$ cat src/rtl/token_encoder_pkg.sv
// Shared definitions for the token_encoder slice.
//   tok_enc_state_t : controller state names (encoded as 3-bit values)
//   DEF_DATA_WIDTH  : default symbol width
//   DEF_TOK_LEN     : default maximum symbols per vocab entry
//   TERM_SYM        : terminator / padding symbol value
package token_encoder_pkg;

  typedef enum logic [2:0] {
    IDLE    = 3'd0,
    CHK_END = 3'd1,
    FETCH   = 3'd2,
    COMPARE = 3'd3,
    RESOLVE = 3'd4,
    EMIT    = 3'd5,
    DONE    = 3'd6
  } tok_enc_state_t;

  localparam int DEF_DATA_WIDTH = 8;
  localparam int DEF_TOK_LEN    = 4;
  localparam logic [DEF_DATA_WIDTH-1:0] TERM_SYM = '0;

endpackage

$ cat src/rtl/token_encoder_matcher.sv
// Symbol matcher for one vocab entry against the input at the current position.
// Holds the symbol index k and classifies each compared symbol pair.
// Ports:
//   clk, rst_n   clock, asynchronous active-low reset
//   clear        synchronous clear of k
//   compare_en   voc_sym/in_sym carry valid memory data this cycle
//   voc_sym      vocab symbol at entry*TOK_LEN+k
//   in_sym       input symbol at pos+k (already forced to terminator past the end)
//   k            current symbol index within the entry
//   match_len    length of a full match (valid with match)
//   end_vocab    empty entry found: no further vocab entries
//   match        entry fully matched
//   mismatch     entry differs from input
//   step         symbols agree, compare the next one
module token_encoder_matcher
  import token_encoder_pkg::*;
#(
  parameter int DATA_WIDTH = DEF_DATA_WIDTH,
  parameter int TOK_LEN    = DEF_TOK_LEN,
  localparam int LEN_W     = $clog2(TOK_LEN) + 1
) (
  input  logic                  clk,
  input  logic                  rst_n,
  input  logic                  clear,
  input  logic                  compare_en,
  input  logic [DATA_WIDTH-1:0] voc_sym,
  input  logic [DATA_WIDTH-1:0] in_sym,
  output logic [LEN_W-1:0]      k,
  output logic [LEN_W-1:0]      match_len,
  output logic                  end_vocab,
  output logic                  match,
  output logic                  mismatch,
  output logic                  step
);

  logic voc_term;
  logic sym_eq;
  logic last_k;

  assign voc_term = (voc_sym == DATA_WIDTH'(TERM_SYM));
  assign sym_eq   = (voc_sym == in_sym);
  assign last_k   = (k == LEN_W'(TOK_LEN - 1));

  // A terminator in the vocab is checked first: at k==0 it marks the end of
  // the table, later it ends the entry as a full match. Symbol equality with a
  // nonzero vocab symbol implies the input symbol is nonzero too.
  assign end_vocab = compare_en && voc_term && (k == '0);
  assign match     = compare_en && ((voc_term && (k != '0)) || (!voc_term && sym_eq && last_k));
  assign mismatch  = compare_en && !voc_term && !sym_eq;
  assign step      = compare_en && !voc_term && sym_eq && !last_k;
  assign match_len = voc_term ? k : LEN_W'(TOK_LEN);

  always_ff @(posedge clk or negedge rst_n) begin
    if (!rst_n) begin
      k <= '0;
    end else if (clear) begin
      k <= '0;
    end else if (step) begin
      k <= k + LEN_W'(1);
    end else if (match || mismatch) begin
      k <= '0;
    end
  end

endmodule

$ cat src/rtl/token_encoder.sv
// Greedy longest-match tokenizer. Walks a zero-terminated string in input
// memory, scans every vocab entry at each position, and emits the index of the
// longest matching entry (lowest index on ties) on a valid/ready stream.
// Optional feature macro: UNK_FALLBACK_EN -- unmatched symbols emit UNK_CODE
// with length 1 instead of raising err and stopping.
// Ports:
//   clk, rst_n   clock, asynchronous active-low reset
//   cs           start request, sampled in IDLE
//   in_addr      input memory address (sync read, data next cycle)
//   in_rdata     input memory data
//   voc_addr     vocab memory address (sync read, data next cycle)
//   voc_rdata    vocab memory data
//   code_valid   code_data/code_len valid
//   code_ready   sink accepts the code
//   code_data    emitted vocab index
//   code_len     symbols consumed by the code
//   err          unmatched symbol seen (held until back in IDLE)
//   done         string fully processed
//
// state   | meaning
// IDLE    | waiting for cs, in[0] being read
// CHK_END | in[pos] available; terminator ends the run
// FETCH   | addresses for entry/k presented
// COMPARE | vocab and input symbols available, matcher decides
// RESOLVE | all entries scanned, choose emit or error
// EMIT    | code held on the stream until accepted
// DONE    | done asserted until cs drops
module token_encoder
  import token_encoder_pkg::*;
#(
  parameter int DATA_WIDTH = DEF_DATA_WIDTH,
  parameter int IN_ADDR_W  = 4,
  parameter int NUM_TOKENS = 16,
  parameter int TOK_LEN    = DEF_TOK_LEN,
  parameter int VOC_ADDR_W = 6,
  parameter int UNK_CODE   = NUM_TOKENS - 1,
  localparam int CODE_W    = $clog2(NUM_TOKENS),
  localparam int LEN_W     = $clog2(TOK_LEN) + 1
) (
  input  logic                  clk,
  input  logic                  rst_n,
  input  logic                  cs,
  output logic [IN_ADDR_W-1:0]  in_addr,
  input  logic [DATA_WIDTH-1:0] in_rdata,
  output logic [VOC_ADDR_W-1:0] voc_addr,
  input  logic [DATA_WIDTH-1:0] voc_rdata,
  output logic                  code_valid,
  input  logic                  code_ready,
  output logic [CODE_W-1:0]     code_data,
  output logic [LEN_W-1:0]      code_len,
  output logic                  err,
  output logic                  done
);

  localparam int POS_W = IN_ADDR_W + 1;

  localparam logic [2:0] S_IDLE    = IDLE;
  localparam logic [2:0] S_CHK_END = CHK_END;
  localparam logic [2:0] S_FETCH   = FETCH;
  localparam logic [2:0] S_COMPARE = COMPARE;
  localparam logic [2:0] S_RESOLVE = RESOLVE;
  localparam logic [2:0] S_EMIT    = EMIT;
  localparam logic [2:0] S_DONE    = DONE;

  logic [2:0]            state;
  // pos carries one extra bit so "one past the last address" is representable.
  logic [POS_W-1:0]      pos;
  logic [CODE_W-1:0]     entry;
  logic [CODE_W-1:0]     best_idx;
  logic [LEN_W-1:0]      best_len;
  logic                  past_end;

  logic [LEN_W-1:0]      k;
  logic [LEN_W-1:0]      match_len;
  logic                  m_end;
  logic                  m_match;
  logic                  m_miss;
  logic                  m_step;

  logic [POS_W-1:0]      fetch_pos;
  logic [POS_W-1:0]      next_pos;
  logic [DATA_WIDTH-1:0] in_sym;
  logic                  last_entry;

  assign fetch_pos  = pos + POS_W'(k);
  assign next_pos   = pos + POS_W'(best_len);
  assign last_entry = (entry == CODE_W'(NUM_TOKENS - 1));

  // Reads beyond the top of input memory must not wrap: the symbol is forced
  // to the terminator instead.
  always_comb begin
    in_sym = in_rdata;
    if (state == S_CHK_END) begin
      if (pos[IN_ADDR_W]) in_sym = '0;
    end else if (past_end) begin
      in_sym = '0;
    end
  end

  // Addresses are combinational so the 1-cycle read lands in the next state.
  // IDLE and EMIT already point at the symbol CHK_END will test.
  always_comb begin
    in_addr = pos[IN_ADDR_W-1:0];
    case (state)
      S_IDLE:  in_addr = '0;
      S_FETCH: in_addr = fetch_pos[IN_ADDR_W-1:0];
      S_EMIT:  in_addr = next_pos[IN_ADDR_W-1:0];
      default: in_addr = pos[IN_ADDR_W-1:0];
    endcase
  end

  assign voc_addr = (state == S_FETCH)
                  ? VOC_ADDR_W'(entry) * VOC_ADDR_W'(TOK_LEN) + VOC_ADDR_W'(k)
                  : '0;

  assign code_valid = (state == S_EMIT);
  assign code_data  = (state == S_EMIT) ? best_idx : '0;
  assign code_len   = (state == S_EMIT) ? best_len : '0;
  assign done       = (state == S_DONE);

  token_encoder_matcher #(
    .DATA_WIDTH (DATA_WIDTH),
    .TOK_LEN    (TOK_LEN)
  ) u_matcher (
    .clk        (clk),
    .rst_n      (rst_n),
    .clear      (state == S_IDLE),
    .compare_en (state == S_COMPARE),
    .voc_sym    (voc_rdata),
    .in_sym     (in_sym),
    .k          (k),
    .match_len  (match_len),
    .end_vocab  (m_end),
    .match      (m_match),
    .mismatch   (m_miss),
    .step       (m_step)
  );

  always_ff @(posedge clk or negedge rst_n) begin
    if (!rst_n) begin
      state    <= S_IDLE;
      pos      <= '0;
      entry    <= '0;
      best_idx <= '0;
      best_len <= '0;
      past_end <= 1'b0;
      err      <= 1'b0;
    end else begin
      case (state)
        S_IDLE: begin
          if (cs) begin
            state    <= S_CHK_END;
            pos      <= '0;
            entry    <= '0;
            best_idx <= '0;
            best_len <= '0;
            err      <= 1'b0;
          end
        end
        S_CHK_END: begin
          state <= (in_sym == DATA_WIDTH'(TERM_SYM)) ? S_DONE : S_FETCH;
        end
        S_FETCH: begin
          past_end <= fetch_pos[IN_ADDR_W];
          state    <= S_COMPARE;
        end
        S_COMPARE: begin
          // Strict greater-than keeps the lowest index among equal lengths.
          if (m_match && (match_len > best_len)) begin
            best_len <= match_len;
            best_idx <= entry;
          end
          if (m_end) begin
            state <= S_RESOLVE;
          end else if (m_step) begin
            state <= S_FETCH;
          end else if (last_entry) begin
            state <= S_RESOLVE;
          end else begin
            entry <= entry + CODE_W'(1);
            state <= S_FETCH;
          end
        end
        S_RESOLVE: begin
          if (best_len != '0) begin
            state <= S_EMIT;
          end else begin
`ifdef UNK_FALLBACK_EN
            best_idx <= CODE_W'(UNK_CODE);
            best_len <= LEN_W'(1);
            state    <= S_EMIT;
`else
            err      <= 1'b1;
            state    <= S_DONE;
`endif
          end
        end
        S_EMIT: begin
          if (code_ready) begin
            pos      <= next_pos;
            best_len <= '0;
            best_idx <= '0;
            entry    <= '0;
            state    <= S_CHK_END;
          end
        end
        S_DONE: begin
          if (!cs) begin
            err   <= 1'b0;
            state <= S_IDLE;
          end
        end
        default: state <= S_IDLE;
      endcase
    end
  end

endmodule
$ cat config.mk
export PLATFORM = sky130hd
export DESIGN_NAME = token_encoder
export DESIGN_NICKNAME = d
export VERILOG_FILES = /design/src/rtl/token_encoder_pkg.sv /design/src/rtl/token_encoder_matcher.sv /design/src/rtl/token_encoder.sv
export SDC_FILE = /design/constraint.sdc
export NUM_CORES = 1
export LEC_CHECK = 0
export BUFFER_PORTS_ARGS = -buffer_cell sky130_fd_sc_hd__buf_2
export CAP_MARGIN = 20
export CORE_MARGIN = 2
export CORE_UTILIZATION = 35
export CTS_CLUSTER_DIAMETER = 100
export DETAILED_ROUTE_END_ITERATION = 7
export GPL_TIMING_DRIVEN = 0
export PLACE_DENSITY_LB_ADDON = 0.25
export SLEW_MARGIN = 20
export SYNTH_ARGS = -nofsm -noshare
export SYNTH_HDL_FRONTEND = slang
export SYNTH_SLANG_ARGS = --single-unit
$ cat constraint.sdc
create_clock -name clk -period 2.9 [get_ports clk]
set_input_delay 0.435 -clock clk [delete_from_list [all_inputs] [get_ports clk]]
set_output_delay 0.435 -clock clk [all_outputs]
set_load 0.01 [all_outputs]
==> flow_summary.rst <==
.. list-table::
   :header-rows: 1

   * - Metric
     - Value
   * - Number of synthesized flops with an enable pin
     - 0
   * - Share of the synthesized area in compound gates (AO/OA/AOI/OAI)
     - 22.7%
   * - Sw Ratio
     - 42.1%
   * - Remaining DRCs
     - 0
   * - Final antenna-violating net count
     - 0
   * - Routed via count divided by cell count
     - 5.52
   * - Most frequently used cell type in the post-synthesis netlist
     - sky130_fd_sc_hd__nor2_1
   * - Boundary pin count
     - 40
   * - Peak fanout along the critical path
     - 7
   * - Initial antenna violation count
     - 0
   * - GR Layer Usage met2
     - 29.2%
   * - Global-route wire length before repair
     - 9.37 mm
   * - Synthesis-to-finish area growth
     - 18.0%
   * - Placed wire-length estimate after detailed placement
     - 4.38 mm
   * - Diode count
     - 0
   * - Total number of placement rows
     - 28
   * - Top post-synthesis cells by area
     - sky130_fd_sc_hd__dfrtp_1 (28%), sky130_fd_sc_hd__ha_1 (8.7%), sky130_fd_sc_hd__o21ai_0 (4.4%)
   * - Relative slew slack
     - 59.5%
   * - Number of different library cells in the post-synthesis netlist
     - 47
   * - Share of post-route cells with drive strength above 1
     - 18.2%
   * - Buffer cell driving the clock tree root
     - sky130_fd_sc_hd__clkbuf_8
   * - Launching element type of the critical path
     - flip-flop
   * - Number of nets at the end of the flow
     - 341
   * - Main synth FF type
     - sky130_fd_sc_hd__dfrtp_1
   * - RePlAce Congestion
     - 0.835
   * - Unrepaired setup endpoints after global routing
     - false
   * - Final-report max-slew violation count
     - 0
   * - Area leader, netlist
     - sky130_fd_sc_hd__dfrtp_1
   * - Number of hold buffers added after CTS
     - 0
   * - Required time reported for the critical path endpoint
     - 2470 ps
   * - Share of power burned in combinational logic
     - 41.9%
   * - Share of power burned in registers
     - 32.8%
   * - Average routed wire per standard cell
     - 15.4 um
   * - TritonCTS clock tree
     - done
   * - Count of warnings emitted by yosys
     - 0
   * - Total global-route track usage
     - 17.9%
   * - Largest family of logic cells by synthesized area
     - simple AND/OR/NAND/NOR gates
   * - Average size of a mapped cell
     - 8.33 sq um
   * - Cell count after synthesis
     - 258
   * - Final setup violation count
     - 0
   * - Syn_nets
     - 295
   * - Number of global-route vias before repair
     - 1919
   * - Commonest cells post-synth
     - sky130_fd_sc_hd__nor2_1 (25), sky130_fd_sc_hd__dfrtp_1 (24), sky130_fd_sc_hd__nand2_1 (21)
   * - Clock-pin slew on the worst setup and hold paths
     - 100 ps
   * - Global-route track usage on met3
     - 2.72%
   * - Async S/R FF share, synth
     - 100%
   * - Clock tree sinks
     - 24
   * - Result of the run
     - finished clean
   * - Clock power frac
     - 25.4%
   * - Die X-Extent
     - 82.3 um
   * - Fraction of the core area covered by cells at the end of the flow
     - 42.8%
   * - Sequential fraction of the synthesis area
     - 28.0%
   * - Routed vias
     - 2087
   * - Number of storage elements in the synthesis netlist
     - 24
   * - Net Switching
     - 0.523 mW
   * - Starting density of the core
     - 36.3%
   * - Power density of the placed cells
     - 490 mW/mm^2
   * - Mapped cell area
     - 0.00215 sq mm
   * - Input/output buffers
     - 39
   * - Largest net degree at the start of global routing
     - 25
   * - Min Hold Slack
     - 139 ps
   * - Mux cell area share after synthesis
     - 4.48%
   * - Data arrival, critical path
     - 2260 ps
   * - Clock latency reported for the late side of the worst-skew pair
     - 280 ps
   * - Hold/Removal Path Class
     - input pin to asynchronous set/reset pin
   * - Die extent in y
     - 82.3 um
   * - Critical Path End Type
     - primary output
   * - Final min period
     - 2690 ps
   * - Global-route track usage on met1
     - 25.3%
   * - Final Skew
     - 7.27 ps
   * - Simple-gate share of the synthesized area
     - 25.3%
   * - Number of failing hold endpoints at the final stage
     - 0
   * - Aggregate routed wire length
     - 5.81 mm
   * - Number of buffers created by CTS
     - 3
   * - Placeable core region
     - 0.00592 sq mm
   * - Longest Clk Path Bufs
     - 2
   * - Most used routing layer
     - met2
   * - Static leakage
     - 1.15 nW
   * - Transition time at the pin with the least slew margin
     - 606 ps
   * - Post-synthesis adder-cell area fraction
     - 10.6%
   * - MaxCap Viol Count
     - 0
   * - Critical setup path kind
     - flip-flop to primary output
   * - Peak supply drop
     - 0.000275 V
   * - DIE AREA
     - 0.00678 sq mm
   * - Highest attainable clock frequency
     - 371 MHz
   * - Synth top area share
     - 28.0%
   * - Filler Cells Inserted
     - 614
   * - H-tree Lvls
     - 1
   * - DRT Pass-1 Iters
     - 4
   * - Area share of xor/xnor cells in the synthesized design
     - 3.67%
   * - Number of DRC markers after the initial detailed-route iteration
     - 92
   * - Internal power of the cells
     - 0.719 mW
   * - Leftover overflow at the end of global routing
     - 0
   * - Share of the clock period used by the worst path
     - 92.9%
-- path summary, 6_finish.rpt --
path | startpoint | end | slack (ps) | cells after the start
max in group asynchronous | rst_n | state[0] | 2380 | 1
max reg2reg | state[0] | entry[0] | 330 | 7
min reg2reg | best_idx[3] | best_idx[3] | 530 | 2
max | u_matcher.k[0] | in_addr[2] | 210 | 7
min in group clk | cs | state[0] | 480 | 3
min | rst_n | pos[4] | 140 | 1
-- cell type report --
cell class | instances | area (sq um) | share of cell area, %
Clock inverter | 1 | 30.0 | 1.18
Multi-Input combinational cell | 208 | 1450 | 57.0
Tap cell | 75 | 93.8 | 3.70
Buffer | 11 | 57.6 | 2.27
Inverter | 15 | 56.3 | 2.22
Sequential cell | 24 | 601 | 23.7
Clock buffer | 3 | 41.3 | 1.63
Timing Repair Buffer | 41 | 210 | 8.29
-- metrics by stage --
step / worst slack (ps) / TNS (ps) / std cells / total power [mW] / area [sq um]
after global routing: 0.784 / 0 / 378 / 1.32 / 2530
after floorplan: 48.5 / 0 / 258 / 0.757 / 2150
after global placement: -336 / -1510 / 372 / 0.920 / 2440
after detailed placement: -364 / -1740 / 372 / 0.925 / 2440
final: 206 / 0 / 378 / 1.24 / 2530
after CTS: 77.8 / 0 / 378 / 1.24 / 2530
-- sequential cells by signal, indices dropped and copies added, names as in the netlist --
| signal | flops |
|---|---|
| best_idx | 4 |
| best_len | 3 |
| entry | 4 |
| err | 1 |
| past_end | 1 |
| pos | 5 |
| state | 3 |
| u_matcher.k | 3 |
-- power groups by stage --
stage | registers (mW) | logic (mW) | clock network (mW)
6_report | 0.407 | 0.520 | 0.315
2_1_floorplan | 0.397 | 0.360 | 0
3_3_place_gp | 0.410 | 0.510 | 0
3_5_place_dp | 0.410 | 0.515 | 0
5_1_grt | 0.411 | 0.576 | 0.335
4_1_cts | 0.404 | 0.517 | 0.321
-- cell families (layout without fill, tap and decap cells) --
logic type               Yosys count  count (layout)
AND/OR/NAND/NOR                  101             101
AO/OA/AOI/OAI                     72              72
buffers and inverters             26              71
flip-flops                        24              24
adder cells (fa/ha/maj)           17              17
XOR/XNOR                           9               9
multiplexers                       9               9
-- cells in the final DEF (no fill, tap or decap), types with 4 or more instances in the layout --
cell type | synthesis | routed
sky130_fd_sc_hd__o32ai_1 | 6 | 6
sky130_fd_sc_hd__dfrtp_1 | 24 | 24
sky130_fd_sc_hd__mux2i_1 | 7 | 7
sky130_fd_sc_hd__nor2_1 | 25 | 24
sky130_fd_sc_hd__a21o_1 | 6 | 6
sky130_fd_sc_hd__nand3_1 | 10 | 10
sky130_fd_sc_hd__a31oi_1 | 6 | 6
sky130_fd_sc_hd__o21ai_0 | 19 | 19
sky130_fd_sc_hd__xnor2_1 | 8 | 8
sky130_fd_sc_hd__a22o_1 | 4 | 4
sky130_fd_sc_hd__nor4bb_1 | 4 | 4
sky130_fd_sc_hd__o31ai_1 | 5 | 5
sky130_fd_sc_hd__nor3_1 | 4 | 4
sky130_fd_sc_hd__a21oi_1 | 12 | 11
sky130_fd_sc_hd__clkbuf_1 | 8 | 8
sky130_fd_sc_hd__and3_1 | 5 | 5
sky130_fd_sc_hd__a211oi_1 | 6 | 6
sky130_fd_sc_hd__ha_1 | 15 | 15
sky130_fd_sc_hd__nand2b_1 | 4 | 4
sky130_fd_sc_hd__and2_1 | 6 | 6
sky130_fd_sc_hd__inv_1 | 15 | 15
sky130_fd_sc_hd__nand2_1 | 21 | 21
sky130_fd_sc_hd__buf_2 | 1 | 40
sky130_fd_sc_hd__nor2b_1 | 4 | 4
-- critical path, cell delays in order (launching register included) --
cell and delay (ps):
sky130_fd_sc_hd__dfrtp_1 490, sky130_fd_sc_hd__ha_1 260, sky130_fd_sc_hd__fa_1 410, sky130_fd_sc_hd__xor2_1 170, sky130_fd_sc_hd__a22o_1 200, sky130_fd_sc_hd__a22oi_1 190, sky130_fd_sc_hd__o31ai_1 110, sky130_fd_sc_hd__buf_2 160
-- what timing repair did --
item | 4_1_cts | 5_1_grt
pin swaps | 1 | 0
setup buffers | 2 | 0
gates resized for setup | 0 | 2
endpoints found under the setup margin | 1 | 8
-- layer usage --
layer | wire [um] | up-vias
met1 | 2820 | 991
met2 | 2770 | 41
met5 | 0 | -
li1 | - | 1053
met3 | 185 | 2
met4 | 23 | 0
Power figures use the tool's default switching activity.
